===== config.mk =====
export PLATFORM = sky130hd
export DESIGN_NAME = player_controller
export DESIGN_NICKNAME = d
export VERILOG_FILES = /design/src/rtl/player_controller.sv
export SDC_FILE = /design/constraint.sdc
export NUM_CORES = 1
export LEC_CHECK = 0
export CAP_MARGIN = 20
export CELL_PAD_IN_SITES_DETAIL_PLACEMENT = 1
export CELL_PAD_IN_SITES_GLOBAL_PLACEMENT = 1
export CORE_UTILIZATION = 47
export CTS_CLUSTER_DIAMETER = 30
export DETAILED_ROUTE_END_ITERATION = 8
export PLACE_DENSITY_LB_ADDON = 0.1
export SYNTH_ARGS = -nofsm -noshare
export SYNTH_HDL_FRONTEND = slang
export SYNTH_SLANG_ARGS = --single-unit

===== constraint.sdc =====
create_clock -name clk -period 9.2 [get_ports clk]
set_clock_uncertainty 0.15 [all_clocks]
set_input_delay 1.84 -clock clk [delete_from_list [all_inputs] [get_ports clk]]
set_output_delay 1.84 -clock clk [all_outputs]
set_load 0.01 [all_outputs]

===== src/rtl/player_controller.sv =====
// Per-player sprite position and animation state, advanced once per video frame.
// Buttons are synchronized; jump is edge-triggered and latched until the next frame tick.
module player_controller #(
    parameter logic [9:0] START_X  = 10'd100,
    parameter logic [9:0] GROUND_Y = 10'd360,
    parameter logic [9:0] SPRITE_W = 10'd64,
    parameter logic [9:0] SCREEN_W = 10'd640,
    parameter logic [9:0] SPEED    = 10'd4,
    parameter logic [5:0] JUMP_V0  = 6'd12,
    parameter logic [5:0] GRAVITY  = 6'd1
) (
    input  logic       clk,
    input  logic       rst,
    input  logic       frame_tick,
    input  logic       btn_left,
    input  logic       btn_right,
    input  logic       btn_jump,
    output logic [9:0] p_x,
    output logic [9:0] p_y,
    output logic [3:0] p_state
);

    typedef enum logic [1:0] {StGround, StRise, StFall} fsm_e;

    localparam logic [9:0] X_MAX = SCREEN_W - SPRITE_W;

    logic       r_left_s1, r_left_s2;
    logic       r_right_s1, r_right_s2;
    logic       r_jump_s1, r_jump_s2, r_jump_s3;
    logic       r_jump_pending;
    fsm_e       r_fsm;
    logic [5:0] r_vel;
    logic [9:0] r_x, r_y;
    logic [3:0] r_state;

    logic       w_jump_edge;
    logic [9:0] w_x_sub;
    logic [10:0] w_x_add;
    logic [10:0] w_fall_sum;
    logic [5:0] w_vel_dec;
    logic [9:0] w_x_next, w_y_next;
    logic [5:0] w_vel_next;
    logic [3:0] w_state_next;
    fsm_e       w_fsm_next;

    assign w_jump_edge = r_jump_s2 & ~r_jump_s3;
    assign w_x_sub     = r_x - SPEED;
    assign w_x_add     = {1'b0, r_x} + {1'b0, SPEED};
    assign w_fall_sum  = {1'b0, r_y} + {5'b0, r_vel} + {5'b0, GRAVITY};
    assign w_vel_dec   = r_vel - GRAVITY;

    always_ff @(posedge clk or negedge rst) begin
        if (!rst) begin
            r_left_s1  <= 1'b0;
            r_left_s2  <= 1'b0;
            r_right_s1 <= 1'b0;
            r_right_s2 <= 1'b0;
            r_jump_s1  <= 1'b0;
            r_jump_s2  <= 1'b0;
            r_jump_s3  <= 1'b0;
        end else begin
            r_left_s1  <= btn_left;
            r_left_s2  <= r_left_s1;
            r_right_s1 <= btn_right;
            r_right_s2 <= r_right_s1;
            r_jump_s1  <= btn_jump;
            r_jump_s2  <= r_jump_s1;
            r_jump_s3  <= r_jump_s2;
        end
    end

    // An edge coinciding with the tick survives the clear and counts for the next frame.
    always_ff @(posedge clk or negedge rst) begin
        if (!rst) begin
            r_jump_pending <= 1'b0;
        end else begin
            r_jump_pending <= w_jump_edge | (r_jump_pending & ~frame_tick);
        end
    end

    always_comb begin
        w_x_next = r_x;
        if (r_left_s2 && !r_right_s2) begin
            w_x_next = (r_x >= SPEED) ? w_x_sub : 10'd0;
        end else if (r_right_s2 && !r_left_s2) begin
            w_x_next = (w_x_add > {1'b0, X_MAX}) ? X_MAX : w_x_add[9:0];
        end
    end

    always_comb begin
        w_fsm_next   = r_fsm;
        w_vel_next   = r_vel;
        w_y_next     = r_y;
        w_state_next = r_state;
        unique case (r_fsm)
            StGround: begin
                if (r_jump_pending) begin
                    w_vel_next   = JUMP_V0;
                    w_state_next = 4'd1;
                    w_fsm_next   = StRise;
                end else begin
                    w_y_next = GROUND_Y;
                end
            end
            StRise: begin
                w_y_next   = r_y - {4'b0, r_vel};
                w_vel_next = w_vel_dec;
                if (w_vel_dec == 6'd0) begin
                    w_fsm_next = StFall;
                end
            end
            StFall: begin
                if (w_fall_sum >= {1'b0, GROUND_Y}) begin
                    w_y_next     = GROUND_Y;
                    w_vel_next   = 6'd0;
                    w_state_next = 4'd0;
                    w_fsm_next   = StGround;
                end else begin
                    w_y_next   = w_fall_sum[9:0];
                    w_vel_next = r_vel + GRAVITY;
                end
            end
            default: begin
                w_fsm_next = StGround;
            end
        endcase
    end

    always_ff @(posedge clk or negedge rst) begin
        if (!rst) begin
            r_fsm   <= StGround;
            r_vel   <= 6'd0;
            r_x     <= START_X;
            r_y     <= GROUND_Y;
            r_state <= 4'd0;
        end else if (frame_tick) begin
            r_fsm   <= w_fsm_next;
            r_vel   <= w_vel_next;
            r_x     <= w_x_next;
            r_y     <= w_y_next;
            r_state <= w_state_next;
        end
    end

    assign p_x     = r_x;
    assign p_y     = r_y;
    assign p_state = r_state;

endmodule

# --- After elaboration in Yosys (flattened, before gate mapping) ---
# Index checks and enable logic that the tools add are counted.
word_totals:
  register_bits: 40
  inputBits: 6
  out_inout_bits: 24
  wordCells: 65
op_classes:
  addsub: 7
  n_lt_le_gt_ge: 3
  eq_ne: 6
  n_mux: 17
  bitwise: 5
  n_reduce_logical: 14
op_table:
  columns: ["operator", "n"]
  rows:
  - ["$mux 10", 6]
  - ["$pmux 10 s3", 1]
  - ["$pmux 6 s3", 1]
  - ["$mux 6", 2]
  - ["$add 10x3->11 const B", 1]
  - ["$add 10x6->11", 1]
  - ["$add 11x1->11 const B", 1]
  - ["$ge 11x9->1 const B", 1]
  - ["$gt 11x10->1 const B", 1]
  - ["$ge 10x3->1 const B", 1]
  - ["$sub 10x3->10 const B", 1]
  - ["$sub 10x6->10", 1]
  - ["$mux 4", 2]
  - ["$ne 2x2->1 const B", 4]
  - ["$pmux 4 s2", 1]
  - ["$reduce_and 4->1", 2]
  - ["$add 6x1->6 const B", 1]
  - ["$logic_not 6->1", 1]
  - ["$mux 2", 3]
  - ["$pmux 2 s3", 1]
  - ["$reduce_and 3->1", 2]
  - ["$sub 6x1->6 const B", 1]
  - ["$reduce_bool 2->1", 2]
  - ["$reduce_bool 3->1", 1]
  - ["other kinds (9)", 13]

# --- Logic depth before layout (Yosys ltp) ---
logic_depth:
  ltp_word: 5
  ltp_mapped: 12
  ltp_nobuf: 12

# --- Worst setup path after synthesis ---
# OpenSTA, ideal clock, no wires.
synth_timing:
  path_kind: "flip-flop to flip-flop"
  from: "register r_vel[0]"
  to: "register r_fsm[0]"
  setup_time_ns: 0.128
  arrival_time_ns: 2.987
  required_time_ns: 8.922
  slack_ns: 5.936
  stages_incl_launch_ff: 13
  n_path_buf: 0
  period_less_slack_ns: 3.264
  cell_sequence: "dfrtp_1 inv_1 ha_1 inv_1 fa_1 nor3b_1 a211o_4 a221o_1 a311oi_2 a31oi_2 o21a_2 o21ai_2 mux2_1"
synth_via:
  elab_chain_cells: 5
  elab_cells_between_ends: 8
  classes_between: "add/sub: 3; order compare: 1; eq/ne: 2; reduce/logical: 2"
synth_lines:
  columns: ["item", "line", "source"]
  rows:
  - ["start: declaration", "32", "logic [5:0] r_vel;"]
  - ["start signal: assignment", "138", "r_vel <= w_vel_next;"]
  - ["$add 10x6->11", "49", "assign w_fall_sum = {1'b0, r_y} + {5'b0, r_vel} + {5'b0, GRAVITY};"]
  - ["$add 11x1->11", "49", null]
  - ["$ge 11x9->1", "113", "if (w_fall_sum >= {1'b0, GROUND_Y}) begin"]
  - ["$ne 2x2->1 (no line)", null, null]
  - ["$reduce_and 4->1 (no line) *", null, null]
  - ["end signal: assignment", "131", "r_fsm <= StGround;"]
  - ["end signal: assignment", "137", "r_fsm <= w_fsm_next;"]
  - ["end: declaration", "31", "fsm_e r_fsm;"]
# Mark *: on every way between the ends. The rest lies on a longest branch, timed or not.
# A chain may end at the register's enable or synchronous reset.

# --- Worst setup path in the final report ---
layout_timing:
  from: "register r_vel[0]"
  to: "register r_vel[4]"
layout_via:
  elab_chain_cells: 5
  elab_cells_between_ends: 7
  classes_between: "add/sub: 4; order compare: 1; mux: 2"
layout_lines:
  columns: ["item", "line", "source"]
  rows:
  - ["$add 10x6->11", "49", null]
  - ["$add 11x1->11", "49", null]
  - ["$ge 11x9->1", "113", null]
  - ["$mux 6", "113", null]
  - ["$pmux 6 s3 *", "95", "unique case (r_fsm)"]
# Marks and branches as above.

==> results.cfg <==
[outcome]
status = completed

[pwr]
total_power_mw = 1.271
p_clk_share_pct = 13.3
comb_power_share_pct = 61.8
power.density_nw_per_um2 = 378.0
switchingPower_uw = 632.3
seqPwrFrac_pct = 25.0
p_leak_nw = 1.357
internal_power_uw = 638.3
p_sw_share_pct = 49.76
peakVddDrop_v = 0.0001687

[grt]
grt_max_degree = 36
grt_overflow = 0
grt_usage_pct = 27.92
antenna_found_initial = 0
grt_pass1_wl_um = 14010
grt_pass1_vias = 2686

[sta]
setup_ws_ps = 5436
period_needed_ps = 3764
final_hold_viol_count = 0
tns_ps = 0
maxSlewViolCount = 0
min_period_over_period_pct = 40.91
max_slew_margin_pct = 44.20
rsz0062_at_grt = no
tightestPinTransition_ps = 828.0
max_freq_ghz = 0.2657
setup_viol = 0

[critical_path]
critPathCaptureType = flip-flop
crit_type = reg -> reg
start_kind = flip-flop
critPathRequiredTime_ps = 9250
crit_fanout = 7
cp.arrival_ps = 3810

[detailed_routing]
drtAntennaViolNets = 0
routed_wl_um = 8600
viasPerCell = 6.155
first_iter_violations = 173
wl_per_cell_um = 19.63
dr.pass1.iters = 4
remaining_drc_errors = 0
num_vias = 2696

[floorplanning]
ios = 30
die_w_um = 81.53
start_util_pct = 49.34
design.core.area_um2 = 6026
die_area_um2 = 6647
rows = 28
die_h_um = 81.53

[clock_tree]
cts_max_level = 2
clk_latency_ps = 290
cts_setup_buffers = 0
numClockSinks = 35
clk_pin_slew_ps = 70
cts_made_buffers = 5
cts_resized = 0
cts_hold_buf = 0
cts_tree = yes
cts_root_buffer = clkbuf_8
clockBufferDepth = 2

[worst_hold_path]
hp-class = reg -> reg

[logic_synthesis]
yosysMostFrequentCell = inv_1
yosysSeqAreaShare_pct = 29.76
yosysTopAreaCell = dfrtp_1
async_flop_share_pct = 100.0
yosys-top-cells-count = inv_1 (29), a21oi_1 (28), dfrtp_1 (28)
synth_seq_cells = 35
synthesis.area_um2 = 2973
synth_cells = 345
synth_top_area_share_pct = 23.57
synthFlopType = dfrtp_1
synth_warnings = 0
synth_edf_count = 0
syn_area_per_cell_um2 = 8.617
synthTopCellsByArea = dfrtp_1 (24%), ha_1 (10%), dfstp_2 (6.2%)
yosysUniqueCellTypes = 66

[placement]
port_buffers = 24
routabilityCongestion = 0.8677
pre_cts_ws_ps = 5284
hpwl_um = 6396
postPlaceCellArea_um2 = 3224

[layout]
drive_above_1_share_pct = 9.366
final_util_pct = 55.77
area_delta_synth_final_pct = 13.05
final_area_um2 = 3361
diodes = 0
fin_nets = 394

[run]
max_cap_viol_count = 0
==> path summary, 6_finish.rpt <==
path	start	endpoint	slack (ps)	cells past startpoint
setup / recovery	r_vel[0]	r_vel[4]	5440	12
hold / removal	r_left_s1	r_left_s2	210	0
setup reg to reg	r_vel[0]	r_vel[4]	5440	12
hold reg to reg	r_left_s1	r_left_s2	210	0
max in group asynchronous	rst	r_vel[3]	6930	1
min in group asynchronous	rst	p_x[9]	1470	1
==> cell families (layout without fill, tap and decap cells) <==
logic type / Yosys count / count (layout) / synth area share [%]
XOR/XNOR: 14 / 14 / 4.125
adder cells (fa/ha/maj): 26 / 26 / 11.45
AO/OA/AOI/OAI: 122 / 122 / 30.64
AND/OR/NAND/NOR: 97 / 97 / 16.29
multiplexers: 2 / 2 / 0.7155
other: 1 / 5 / 0.1261
flip-flops: 35 / 35 / 29.76
buffers and inverters: 48 / 62 / 6.902
==> worst max-delay path, stage by stage (launching register included) <==
cell	delay, ps
dfrtp_1	490
inv_1	160
ha_1	200
inv_1	60
fa_1	410
nor3b_1	170
a211o_4	370
a221o_1	410
xnor2_1	270
nor2_1	110
o21ai_2	370
nand2_1	210
o31ai_1	280
==> layer usage <==
metal / routed length [um] / track usage (%) / vias to the layer above
li1: - / - / 1290
met1: 4057 / 38.98 / 1342
met2: 4137 / 45.42 / 60
met3: 361 / 4.111 / 4
met4: 44 / 5.893 / 0
met5: 0 / 0 / -
==> layout make-up <==
cell class                 count  area [um^2]
timing repair buffer          24        235.2
fill                         733         2665
inverter                      30        112.6
tap                           75        93.84
multi-input combinational    266         1898
clock inverter                 3        67.56
sequential                    35        884.6
clock buffer                   5        68.82
==> registers in the layout, summed over array words and instances, names as in the netlist <==
| signal | cells |
|---|---|
| r_left_s1 | 1 |
| p_x | 8 |
| p_y | 10 |
| r_right_s2 | 1 |
| r_jump_s1 | 1 |
| p_state | 1 |
| r_fsm | 2 |
| r_right_s1 | 1 |
| r_jump_s3 | 1 |
| r_jump_pending | 1 |
| r_vel | 6 |
| r_left_s2 | 1 |
| r_jump_s2 | 1 |
==> cells in the final DEF, fill, tap and decap left out, types with 9 or more instances in the layout <==
| master | instances |
|---|---|
| nand3_1 | 9 |
| nand2_1 | 23 |
| o21ai_0 | 20 |
| ha_1 | 24 |
| inv_1 | 29 |
| clkdlybuf4s50_1 | 23 |
| dfrtp_1 | 28 |
| nor2_1 | 23 |
| xnor2_1 | 11 |
| nor3_1 | 12 |
| a21oi_1 | 28 |
==> per-stage QoR <==
stage	std cells	hold slack [ps]
floorplan	349	181.2
global placement	430	183.2
detailed placement	430	191.8
CTS	438	206.6
global route	438	223.3
finish	438	207.9
==> power groups by stage <==
stage	sequential (mW)	clock [mW]	combinational [mW]
6_report	0.317	0.169	0.785
5_1_grt	0.328	0.175	0.858
4_1_cts	0.316	0.169	0.777
3_5_place_dp	0.319	0	0.767
3_3_place_gp	0.314	0	0.741
2_1_floorplan	0.280	0	0.563
No activity file was read; power rests on OpenSTA's default activity.
